**src/rtl/id_stage_pipe.sv**
```systemverilog
// Decode stage: IF/ID decode, register-file addressing with write-back bypass,
// branch resolution, hazard detection and the ID/EX pipeline register.
module id_stage_pipe #(
  parameter int unsigned DATA_W = 16,
  parameter int unsigned REG_AW = 4
) (
  input  logic              clk,
  input  logic              rst_n,
  input  logic              if_valid,
  input  logic [15:0]       if_instr,
  input  logic [DATA_W-1:0] if_pc2,
  input  logic              flag_z,
  input  logic              flag_v,
  input  logic              flag_n,
  output logic [REG_AW-1:0] rf_src1,
  output logic [REG_AW-1:0] rf_src2,
  input  logic [DATA_W-1:0] rf_data1,
  input  logic [DATA_W-1:0] rf_data2,
  input  logic              wb_we,
  input  logic [REG_AW-1:0] wb_addr,
  input  logic [DATA_W-1:0] wb_data,
  input  logic [REG_AW-1:0] mem_rd,
  input  logic              mem_reg_write,
  output logic              stall,
  output logic              flush_if,
  output logic              branch_taken,
  output logic [DATA_W-1:0] branch_target,
  output logic              ex_valid,
  output logic [3:0]        ex_opcode,
  output logic [DATA_W-1:0] ex_pc2,
  output logic [DATA_W-1:0] ex_a,
  output logic [DATA_W-1:0] ex_b,
  output logic [DATA_W-1:0] ex_imm,
  output logic [REG_AW-1:0] ex_rs,
  output logic [REG_AW-1:0] ex_rt,
  output logic [REG_AW-1:0] ex_rd,
  output logic              ex_alu_src,
  output logic              ex_mem_read,
  output logic              ex_mem_write,
  output logic              ex_mem_to_reg,
  output logic              ex_reg_write,
  output logic              ex_halt,
  output logic              halted
);

  localparam logic [3:0] OP_SLL = 4'h4;
  localparam logic [3:0] OP_SRA = 4'h5;
  localparam logic [3:0] OP_ROR = 4'h6;
  localparam logic [3:0] OP_LW  = 4'h8;
  localparam logic [3:0] OP_SW  = 4'h9;
  localparam logic [3:0] OP_LLB = 4'hA;
  localparam logic [3:0] OP_LHB = 4'hB;
  localparam logic [3:0] OP_B   = 4'hC;
  localparam logic [3:0] OP_BR  = 4'hD;
  localparam logic [3:0] OP_PCS = 4'hE;
  localparam logic [3:0] OP_HLT = 4'hF;

  logic [3:0]        w_op;
  logic [REG_AW-1:0] w_f118;
  logic [REG_AW-1:0] w_f74;
  logic [REG_AW-1:0] w_f30;
  logic [DATA_W-1:0] w_off_ls;
  logic [DATA_W-1:0] w_off_b;
  logic              w_is_shift;
  logic              w_is_branch;

  assign w_op        = if_instr[15:12];
  assign w_f118      = REG_AW'(if_instr[11:8]);
  assign w_f74       = REG_AW'(if_instr[7:4]);
  assign w_f30       = REG_AW'(if_instr[3:0]);
  assign w_off_ls    = DATA_W'($signed({if_instr[3:0], 1'b0}));
  assign w_off_b     = DATA_W'($signed({if_instr[8:0], 1'b0}));
  assign w_is_shift  = (w_op == OP_SLL) || (w_op == OP_SRA) || (w_op == OP_ROR);
  assign w_is_branch = (w_op == OP_B) || (w_op == OP_BR);

  logic [REG_AW-1:0] w_rs;
  logic [REG_AW-1:0] w_rt;
  logic [REG_AW-1:0] w_rd;
  logic [DATA_W-1:0] w_imm;
  logic              w_reg_write;
  logic              w_alu_src;
  logic              w_src2_read;

  // Field decode; opcodes 0000-0111 fall through to the R-format default.
  always_comb begin
    w_rs        = '0;
    w_rt        = '0;
    w_rd        = '0;
    w_imm       = '0;
    w_reg_write = 1'b0;
    w_alu_src   = 1'b0;
    w_src2_read = 1'b0;
    case (w_op)
      OP_LW: begin
        w_rs        = w_f74;
        w_rd        = w_f118;
        w_imm       = w_off_ls;
        w_reg_write = 1'b1;
        w_alu_src   = 1'b1;
      end
      OP_SW: begin
        w_rs        = w_f74;
        w_rt        = w_f118;
        w_imm       = w_off_ls;
        w_alu_src   = 1'b1;
        w_src2_read = 1'b1;
      end
      OP_LLB, OP_LHB: begin
        w_rs        = w_f118;
        w_rd        = w_f118;
        w_imm       = DATA_W'(if_instr[7:0]);
        w_reg_write = 1'b1;
        w_alu_src   = 1'b1;
      end
      OP_BR: begin
        w_rs = w_f74;
      end
      OP_PCS: begin
        w_rd        = w_f118;
        w_reg_write = 1'b1;
      end
      OP_B, OP_HLT: begin
        w_rs = '0;
      end
      default: begin
        w_rd        = w_f118;
        w_rs        = w_f74;
        w_rt        = w_f30;
        w_reg_write = 1'b1;
        if (w_is_shift) begin
          w_imm     = DATA_W'(if_instr[3:0]);
          w_alu_src = 1'b1;
        end else begin
          w_src2_read = 1'b1;
        end
      end
    endcase
  end

  assign rf_src1 = w_rs;
  assign rf_src2 = (w_op == OP_SW) ? w_f118 : w_f30;

  logic [DATA_W-1:0] w_opa;
  logic [DATA_W-1:0] w_opb;

  // Write-back bypass; register 0 is never forwarded.
  assign w_opa = (wb_we && (wb_addr == rf_src1) && (rf_src1 != '0)) ? wb_data : rf_data1;
  assign w_opb = (wb_we && (wb_addr == rf_src2) && (rf_src2 != '0)) ? wb_data : rf_data2;

  logic w_cond;

  always_comb begin
    w_cond = 1'b0;
    case (if_instr[11:9])
      3'b000:  w_cond = ~flag_z;
      3'b001:  w_cond = flag_z;
      3'b010:  w_cond = ~flag_z & ~flag_n;
      3'b011:  w_cond = flag_n;
      3'b100:  w_cond = flag_z | (~flag_z & ~flag_n);
      3'b101:  w_cond = flag_n | flag_z;
      3'b110:  w_cond = flag_v;
      default: w_cond = 1'b1;
    endcase
  end

  logic              r_valid;
  logic [3:0]        r_opcode;
  logic [DATA_W-1:0] r_pc2;
  logic [DATA_W-1:0] r_a;
  logic [DATA_W-1:0] r_b;
  logic [DATA_W-1:0] r_imm;
  logic [REG_AW-1:0] r_rs;
  logic [REG_AW-1:0] r_rt;
  logic [REG_AW-1:0] r_rd;
  logic              r_alu_src;
  logic              r_mem_read;
  logic              r_mem_write;
  logic              r_mem_to_reg;
  logic              r_reg_write;
  logic              r_halt;
  logic              r_halted;

  logic w_hz_load;
  logic w_hz_flag;
  logic w_hz_br;
  logic w_load;

  assign w_hz_load = r_mem_read && (r_rd != '0) &&
                     ((r_rd == w_rs) || (w_src2_read && (r_rd == rf_src2)));
  // Flags are still being produced by a flag-setting op currently in EX.
  assign w_hz_flag = w_is_branch && (if_instr[11:9] != 3'b111) && r_valid &&
                     (r_opcode inside {4'h0, 4'h1, 4'h2, 4'h4, 4'h5, 4'h6});
  assign w_hz_br   = (w_op == OP_BR) && (w_rs != '0) &&
                     ((r_reg_write && (r_rd == w_rs)) || (mem_reg_write && (mem_rd == w_rs)));

  assign stall         = r_halted || (if_valid && (w_hz_load || w_hz_flag || w_hz_br));
  assign w_load        = if_valid && !stall;
  assign branch_taken  = w_load && w_is_branch && w_cond;
  assign flush_if      = branch_taken;
  assign branch_target = (w_op == OP_BR) ? w_opa : (if_pc2 + w_off_b);

  // ID/EX register: reset and bubbles both clear every field.
  always_ff @(posedge clk) begin
    if (!rst_n || !w_load) begin
      r_valid      <= 1'b0;
      r_opcode     <= '0;
      r_pc2        <= '0;
      r_a          <= '0;
      r_b          <= '0;
      r_imm        <= '0;
      r_rs         <= '0;
      r_rt         <= '0;
      r_rd         <= '0;
      r_alu_src    <= 1'b0;
      r_mem_read   <= 1'b0;
      r_mem_write  <= 1'b0;
      r_mem_to_reg <= 1'b0;
      r_reg_write  <= 1'b0;
      r_halt       <= 1'b0;
    end else begin
      r_valid      <= 1'b1;
      r_opcode     <= w_op;
      r_pc2        <= if_pc2;
      r_a          <= w_opa;
      r_b          <= w_opb;
      r_imm        <= w_imm;
      r_rs         <= w_rs;
      r_rt         <= w_rt;
      r_rd         <= w_rd;
      r_alu_src    <= w_alu_src;
      r_mem_read   <= (w_op == OP_LW);
      r_mem_write  <= (w_op == OP_SW);
      r_mem_to_reg <= (w_op == OP_LW);
      r_reg_write  <= w_reg_write;
      r_halt       <= (w_op == OP_HLT);
    end
  end

  always_ff @(posedge clk) begin
    if (!rst_n) begin
      r_halted <= 1'b0;
    end else if (w_load && (w_op == OP_HLT)) begin
      r_halted <= 1'b1;
    end
  end

  assign ex_valid      = r_valid;
  assign ex_opcode     = r_opcode;
  assign ex_pc2        = r_pc2;
  assign ex_a          = r_a;
  assign ex_b          = r_b;
  assign ex_imm        = r_imm;
  assign ex_rs         = r_rs;
  assign ex_rt         = r_rt;
  assign ex_rd         = r_rd;
  assign ex_alu_src    = r_alu_src;
  assign ex_mem_read   = r_mem_read;
  assign ex_mem_write  = r_mem_write;
  assign ex_mem_to_reg = r_mem_to_reg;
  assign ex_reg_write  = r_reg_write;
  assign ex_halt       = r_halt;
  assign halted        = r_halted;

endmodule

```
**config.mk**
```make
export PLATFORM = sky130hd
export DESIGN_NAME = id_stage_pipe
export DESIGN_NICKNAME = d
export VERILOG_FILES = /design/src/rtl/id_stage_pipe.sv
export SDC_FILE = /design/constraint.sdc
export NUM_CORES = 1
export LEC_CHECK = 0
export CAP_MARGIN = 20
export CORE_MARGIN = 4
export CORE_UTILIZATION = 41
export CTS_BUF_LIST = sky130_fd_sc_hd__clkbuf_4 sky130_fd_sc_hd__clkbuf_8
export DETAILED_ROUTE_END_ITERATION = 10
export MAX_ROUTING_LAYER = met4
export PLACE_DENSITY = 0.83
export SYNTH_ARGS = -nofsm -noshare
export SYNTH_HDL_FRONTEND = slang
export SYNTH_SLANG_ARGS = --single-unit
```
**constraint.sdc**
```tcl
create_clock -name clk -period 4.1 [get_ports clk]
set_clock_uncertainty 0.1 [all_clocks]
set_input_delay 0.82 -clock clk [delete_from_list [all_inputs] [get_ports clk]]
set_output_delay 0.82 -clock clk [all_outputs]
set_load 0.01 [all_outputs]
```
==> results.cfg <==
[pwr]
switching_power_mw = 0.6317
p_int_mw = 1.460
p_leak_nw = 3.146
p_comb_frac = 0.317
p_per_area_nw_per_um2 = 286.1
power.total_mw = 2.092
p_clk_frac = 0.291
swShare = 0.3019
max-vdd-ir-drop_v = 0.0002242
pwr-share-seq = 0.392

[critical_path]
path_common_cell = buf_4
worst-path-stages = 11
max_stage_delay_ps = 440
reg2reg_from = ex_rd[1]$_SDFF_PP0_
crit_arrival_ps = 3110
end_kind = primary output
critPathLaunch = if_instr[7]
critPathTopFamily = buffers and inverters
worstSetupPathType = in2out
worstPathRequired_ps = 3180
reg2reg_setup_slack_ps = 1740
crit_fanout = 4
worstPathCellList = clkdlybuf4s50_1 -> buf_4 -> a22oi_2 -> inv_2 -> or3_4 -> a21oi_4 -> buf_6 -> buf_4 -> mux2i_4 -> mux2i_1 -> buf_2
critPathSlowestCell = clkdlybuf4s50_1
reg2reg_depth = 9
critPathLaunchType = primary input
cp_num_buf_inv = 6

[yosys]
ys_seq_area_frac = 0.3935
synth-seq-cells = 80
synth_xor_area_frac = 0.06886
synth_top_area_frac = 0.3935
synth_top_family_by_area = simple AND/OR/NAND/NOR gates
synth-simple-area-share = 0.1789
syn_area_um2 = 4070
syn_nets = 581
syn_inst = 470
yosys.area_share.adder = 0.05042
syn_avg_cell_area_um2 = 8.660
yosys.area.top_type = dfxtp_1
synth_warnings = 0
synth_cell_types = 54
ys.flop_type = dfxtp_1
async_flop_share = 0
synth_edf_count = 0
synthTopCellsByArea = dfxtp_1, mux2i_1, nor2_1
synth_compound_area_frac = 0.1248
synthMuxAreaShare = 0.1064

[placement]
gp_congestion = 0.9420
port_buffers = 210
dpl.hpwl_mm = 12.69

[die]
die_area_um2 = 11590
die_x_um = 107.6
initial_utilization = 0.4183
rows = 36
core_area_um2 = 9729
pin_count = 211
die_height_um = 107.6

[final_layout]
final_common_cell = clkdlybuf4s50_1
mostFrequentLayoutCells = clkdlybuf4s50_1, buf_4, nor2_1
syn_to_final_growth_pct = 79.68
final_nets = 872
drive_above_1_share = 0.2327
diodes = 0

[timing]
max_freq_mhz = 248.1
layout_min_cycle_time_ps = 4031
slew_violations = 0
tns_ps = 0
setup_violations = 0
maxSlewHeadroom = 0.5822
hold_viol_final = 0
tightest_slew_ps = 620.2
finalCritPeriodShare = 0.9832

[clock_network]
cts_tree = done
ctsHtreeMaxLevel = 3
numClockSinks = 80
cts_hold_buf = 0
cts_root_buffer = clkbuf_8
clk_latency_ps = 360
cts_buffers = 9
clk_pin_slew_worst_paths_ps = 80
cts_buffer_depth = 2

[detailed_routing]
avgViaCountPerCell = 5.078
ant_nets = 0
dr.pass1.iters = 5
vias = 4560
wl_per_cell_um = 18.38
drt-total-wl_mm = 16.50
drtIter0Drc = 262
drc = 0

[grt]
grt.overflow.total = 0
first_global_vias = 4677
globalRouteTotalUtil = 0.2843
grt_pass1_wl_mm = 24.63
grt_max_degree = 68
antenna_found_initial = 0

[run]
drv_cap = 0

[outcome]
status = finished, final reports clean

[hold_path]
whs_path_depth = 2
hold_path_class = reg2reg
hp-start = halted$_SDFFE_PN0P_
[what timing repair did]
| action | 4_1_cts | 5_1_grt |
|---|---|---|
| endpoints found under the setup margin | 19 | 18 |
| buffers inserted | 17 | 3 |
| resized for setup | 103 | 30 |
| cloned | 0 | 0 |
| hold endpoints to repair | 0 | 0 |
| pin swaps | 11 | 6 |
[logic make-up (layout without fill, tap and decap cells)]
logic type / after synthesis / in the layout
mux: 42 / 42
compound gates: 76 / 76
flops: 80 / 80
fa+ha+maj: 16 / 16
simple gates: 162 / 162
buf+inv: 62 / 357
xor+xnor: 32 / 32
[final timing paths]
path                                             to
worst max-delay path               branch_target[7]
worst min-delay path            halted$_SDFFE_PN0P_
worst max register to register  ex_a[11]$_SDFF_PP0_
worst min register to register  halted$_SDFFE_PN0P_
[per-layer routing]
| layer | vias to the layer above | part of all wire | global-route usage |
|---|---|---|---|
| li1 | 2158 | - | - |
| met1 | 2145 | 0.38 | 0.3358 |
| met2 | 218 | 0.51 | 0.4805 |
| met3 | 39 | 0.077 | 0.05339 |
| met4 | 0 | 0.031 | 0.1091 |
| met5 | - | 0 | - |
[power by group through the flow]
stage	registers, mW	logic (mW)	clock network, mW
finish	0.821	0.663	0.609
global route	0.823	0.707	0.643
CTS	0.820	0.651	0.613
detailed placement	0.838	0.640	0
global placement	0.838	0.628	0
floorplan	0.852	0.247	0
[synthesized netlist by cell type, types with 7 or more instances]
cell type	instances
mux2i_1	38
o21ai_0	9
o21ai_1	10
a21oi_1	27
nand3_1	7
nor2_1	83
nor3_1	9
xor2_1	16
buf_4	10
dfxtp_1	80
buf_2	10
nor2b_1	8
nand2_1	34
clkbuf_1	8
ha_1	14
inv_1	29
xnor2_1	16
[through the flow]
stage | instances | util | hold WS, ps | instance area, um2 | worst slack [ps]
CTS | 895 | 0.7464 | 481.6 | 7262 | 1.471
detailed placement | 863 | 0.6962 | 457.7 | 6774 | -515.2
finish | 898 | 0.7517 | 485.3 | 7313 | 68.91
global route | 898 | 0.7517 | 550.7 | 7313 | -6.658
floorplan | 470 | - | 448.9 | 4070 | 432.9
global placement | 863 | 0.6962 | 444.3 | 6774 | -440.9
[worst min-delay path: stages (launching register included)]
cell	delay (ps)
dfxtp_1	360
a21oi_1	140
nor2b_1	50
[layout make-up]
| class | instances | area [um2] |
|---|---|---|
| clock buffer | 10 | 137.6 |
| clock inverter | 5 | 65.06 |
| fill | 679 | 2416 |
| inverter | 31 | 116.4 |
| multi-input combinational | 328 | 2394 |
| sequential | 80 | 1602 |
| tap | 133 | 166.4 |
| timing repair buffer | 311 | 2833 |
(Power assumes the default switching activity.)
